===== src/rtl/serial_word_feeder.sv =====
// Parallel-to-serial feeder: captures a WIDTH-bit word on a ready/load handshake and shifts it
// out LSB-first with first/last/done frame markers for a downstream serial stage.
module serial_word_feeder #(
  parameter int unsigned WIDTH = 8
) (
  input  logic             clk,
  input  logic             rstn,
  input  logic             load,
  input  logic [WIDTH-1:0] data_in,
  output logic             ready,
  output logic             x_out,
  output logic             bit_valid,
  output logic             first_bit,
  output logic             last_bit,
  output logic             done
);

  localparam int unsigned CW = (WIDTH > 1) ? $clog2(WIDTH) : 1;
  localparam logic [CW-1:0] CntLast = CW'(WIDTH - 1);

  typedef enum logic [1:0] {
    StIdle,
    StShift,
    StDone
  } state_e;

  state_e           state_q, state_d;
  logic [WIDTH-1:0] shreg_q, shreg_d;
  logic [CW-1:0]    cnt_q, cnt_d;

  always_ff @(posedge clk or negedge rstn) begin
    if (!rstn) begin
      state_q <= StIdle;
      shreg_q <= '0;
      cnt_q   <= '0;
    end else begin
      state_q <= state_d;
      shreg_q <= shreg_d;
      cnt_q   <= cnt_d;
    end
  end

  // load is only looked at in StIdle, so an X on it while busy cannot disturb state.
  always_comb begin
    state_d = state_q;
    shreg_d = shreg_q;
    cnt_d   = cnt_q;
    unique case (state_q)
      StIdle: begin
        if (load) begin
          shreg_d = data_in;
          cnt_d   = '0;
          state_d = StShift;
        end
      end
      StShift: begin
        shreg_d = {1'b0, shreg_q[WIDTH-1:1]};
        if (cnt_q == CntLast) begin
          cnt_d   = '0;
          state_d = StDone;
        end else begin
          cnt_d = cnt_q + CW'(1);
        end
      end
      StDone: begin
        state_d = StIdle;
      end
      default: begin
        state_d = StIdle;
      end
    endcase
  end

  // Outputs decode purely from registered state.
  always_comb begin
    ready     = 1'b0;
    bit_valid = 1'b0;
    x_out     = 1'b0;
    first_bit = 1'b0;
    last_bit  = 1'b0;
    done      = 1'b0;
    unique case (state_q)
      StIdle: begin
        ready = 1'b1;
      end
      StShift: begin
        bit_valid = 1'b1;
        x_out     = shreg_q[0];
        first_bit = (cnt_q == '0);
        last_bit  = (cnt_q == CntLast);
      end
      StDone: begin
        done = 1'b1;
      end
      default: begin
      end
    endcase
  end

endmodule


===== config.mk =====
export PLATFORM = sky130hd
export DESIGN_NAME = serial_word_feeder
export DESIGN_NICKNAME = d
export VERILOG_FILES = /design/src/rtl/serial_word_feeder.sv
export SDC_FILE = /design/constraint.sdc
export NUM_CORES = 1
export LEC_CHECK = 0
export ABC_AREA = 1
export CAP_MARGIN = 20
export CORE_MARGIN = 3
export CORE_UTILIZATION = 30
export CTS_BUF_LIST = sky130_fd_sc_hd__clkbuf_4
export DETAILED_ROUTE_END_ITERATION = 7
export GPL_ROUTABILITY_DRIVEN = 0
export PLACE_DENSITY_LB_ADDON = 0.12
export SLEW_MARGIN = 10
export SYNTH_ARGS = -nofsm -noshare
export SYNTH_HDL_FRONTEND = slang
export SYNTH_SLANG_ARGS = --single-unit

===== constraint.sdc =====
create_clock -name clk -period 1.1 [get_ports clk]
set_input_delay 0.22 -clock clk [delete_from_list [all_inputs] [get_ports clk]]
set_output_delay 0.22 -clock clk [all_outputs]
set_load 0.05 [all_outputs]

==> results.md <==
* Run status: finished with violations
* Failing checks: negative setup slack
* CP peak stage delay at 0.40 ns
* Number of synthesized flops with an enable pin at 0
* Count leader, synth: nand2_1
* Final Setup Violations at 18
* Netlist cell types at 14
* ANT cells at 0
* CP endpoint kind: output port
* TritonCTS buffer count at 3
* # nets final at 146
* WS Path Type: flop to output port
* Full die area at a little under 3000 um2
* Clk root buf: clkbuf_4
* Die W at 54.5 um
* First-pass GRT wire length at 2860 um
* CTS Hold Bufs at 0
* Post-DP HPWL at 1160 um
* Crit path from: cnt_q[0]
* Async S/R FF share, synth at 100%
* Initial core utilization at 33.9%
* Vias/cell at 4.29
* Input/output buffers at 16
* Worst endpoint required time at 0.88 ns
* Final instance area at 1350 um2
* Ratio of cells with drive above 1 in the final layout at 53.4%
* Total grt overflow at 0
* Max Transition Viols Final at 0
* Drt initial violations at 5
* Register share of total power at 22.9%
* Worst path bufs/invs at 2
* CTS tree: done
* Comb pwr share at 68.3%
* Cell breakdown of the critical path: ha_2 > ha_4 > inv_4 > nor2_4 > buf_12
* Sw frac at 43.6%
* Crit start category: flop
* Cell count after synthesis at 90
* Synth top area cells: dfrtp_1 (46%), nand2_1 (17%), inv_1 (8.5%)
* Area fraction of the dominant cell type after synthesis at 46.1%
* Top delay family on crit path: flip-flops
* Core Footprint at 2080 um2
* Switching pwr at 1.66 mW
* Maxcap violations at 0
* Skew-Pair Late Insertion Delay at 0.28 ns
* RR Startpoint: state_q[1]
* Largest net degree at the start of global routing at 14
* PD cells at about 2800 nW/um2
* Synth area leader: dfrtp_1
* Synth top cells by count: nand2_1 (32), inv_1 (16), dfrtp_1 (13)
* Worst IR drop on VDD at 0.00178 V
* Internal power at around 2.1 mW
* Fmax at 674 MHz
* Final Skew at around 0.0035 ns
* H-tree depth at 1
* Chip height at approximately 55 um
* Vias after detailed routing at 678
* Total Neg Setup Slack at -3.23 ns
* Placed Area at 1100 um2
* Setup ws final at -0.384 ns
* DRC at 0
* Leakage power at 0.665 nW
* Post-DRT Antenna Nets at 0
* Worst-Margin Slew at 0.308 ns
* Clock transition at the registers of the reported paths at 0.08 ns
* Fill cell count at 181
* I/O pin cnt at 17
* Initial DRT Pass Iterations at 3
* Final Hold Slack at 0.242 ns
* Final Hold Vio Count at 0
* Unrepaired setup endpoints after global routing: yes
* Slowest CP cell: dfrtp_1
* WP data arrival at 1.26 ns
* DR WL/cell at approximately 12 um
* FF+latch count, synth at 13
* Clock share of power at 8.8%
* Mapped Nets at 104
* Total track usage at roughly 14%
* CTS Buffer Depth at 2
* Final worst-path cycle share at 135%
* Row Count at 16
* Post-Place Worst Slack at -0.150 ns
* Register area share after synthesis at 46.1%
* Critical path peak fanout at 3
* Number of global-route vias before repair at 619
* Min Tclk post-route at approximately 1.5 ns
* Mapped Avg Cell Area at 7.84 um2
* Initial antenna violation count at 0
* Hold Crit Class: input pin to asynchronous set/reset pin
* Synthesized area at 706 um2
* Synth-to-Final Area Change at 91.3%
* Max transition margin at 79.4%
* TritonCTS Sinks at 13
* Yosys warns at 0
* Ys flop type: dfrtp_1
* Post-Route WL at 1850 um
[kinds of logic after synthesis]
family / Yosys count / share of synthesized area [%]
fa+ha+maj: 3 / 5.32
compound gates: 5 / 6.21
buf+inv: 18 / 10.6
flops: 13 / 46.1
simple gates: 51 / 31.7
[power by group through the flow]
stage                     clock (mW)  combinational, mW  sequential [mW]
after floorplan                    0               1.19            0.802
after global placement             0               1.99            0.836
after detailed placement           0               2.01            0.842
after CTS                      0.342               2.34            0.860
after global routing           0.385               2.82            0.901
final                          0.334               2.60            0.872
[sequential cells by signal (all words and copies together) (netlist names)]
signal	cells
cnt_q	3
shreg_q	8
state_q	2
[layer usage]
layer | track usage [%] | routed length [um]
met5 | 0 | 0
met4 | 7.47 | 29
met1 | 19.2 | 838
met3 | 3.27 | 55
met2 | 20.5 | 930
[repair_timing]
item                                    4_1_cts  5_1_grt
cloned                                        1        0
endpoints found under the setup margin       18       19
buffers inserted                              8        8
pin swaps                                    11       12
endpoints found under the hold margin         0        0
gates resized for setup                      18       27
[cells in the final DEF, fill, tap and decap left out]
cell type,netlist,final
o21ai_4,1,2
nand2_4,2,1
dfrtp_1,13,11
clkbuf_4,0,4
nand3_2,0,9
clkdlybuf4s50_1,0,10
o21ai_2,2,4
buf_4,0,12
buf_8,0,1
inv_1,16,14
inv_4,0,2
nand2_1,32,25
nor2_2,2,1
dfrtp_2,0,2
ha_4,0,1
buf_12,0,6
nand2_8,0,2
nand3_1,10,1
inv_2,1,1
ha_2,0,2
nor2_4,0,6
nand2_2,0,6
buf_6,1,8
[path summary, 6_finish.rpt]
check                             end  depth (start not counted)  slack [ns]
setup / recovery             last_bit                          5       -0.38
hold / removal             shreg_q[7]                          2        0.24
setup reg to reg           shreg_q[2]                          8       -0.20
hold reg to reg            shreg_q[2]                          2        0.48
max in group asynchronous  state_q[0]                          2        0.68
min in group clk           shreg_q[2]                          2        0.48
[through the flow]
| step | total power, mW | cells | util [%] |
|---|---|---|---|
| after global routing | 4.11 | 158 | 64.8 |
| after global placement | 2.82 | 147 | 52.8 |
| after floorplan | 1.99 | 90 | - |
| after CTS | 3.54 | 158 | 60.3 |
| final | 3.80 | 158 | 64.8 |
| after detailed placement | 2.85 | 147 | 52.8 |
[layout make-up]
cell class                      count  area [um2]  area share [%]
Clock buffer                        4        30.0            2.22
Sequential cell                    13         328            24.3
Tap cell                           27        33.8            2.50
Timing Repair Buffer               37         415            30.8
Inverter                           17        68.8            5.10
Multi-Input combinational cell     60         474            35.1
(Power assumes the default switching activity.)
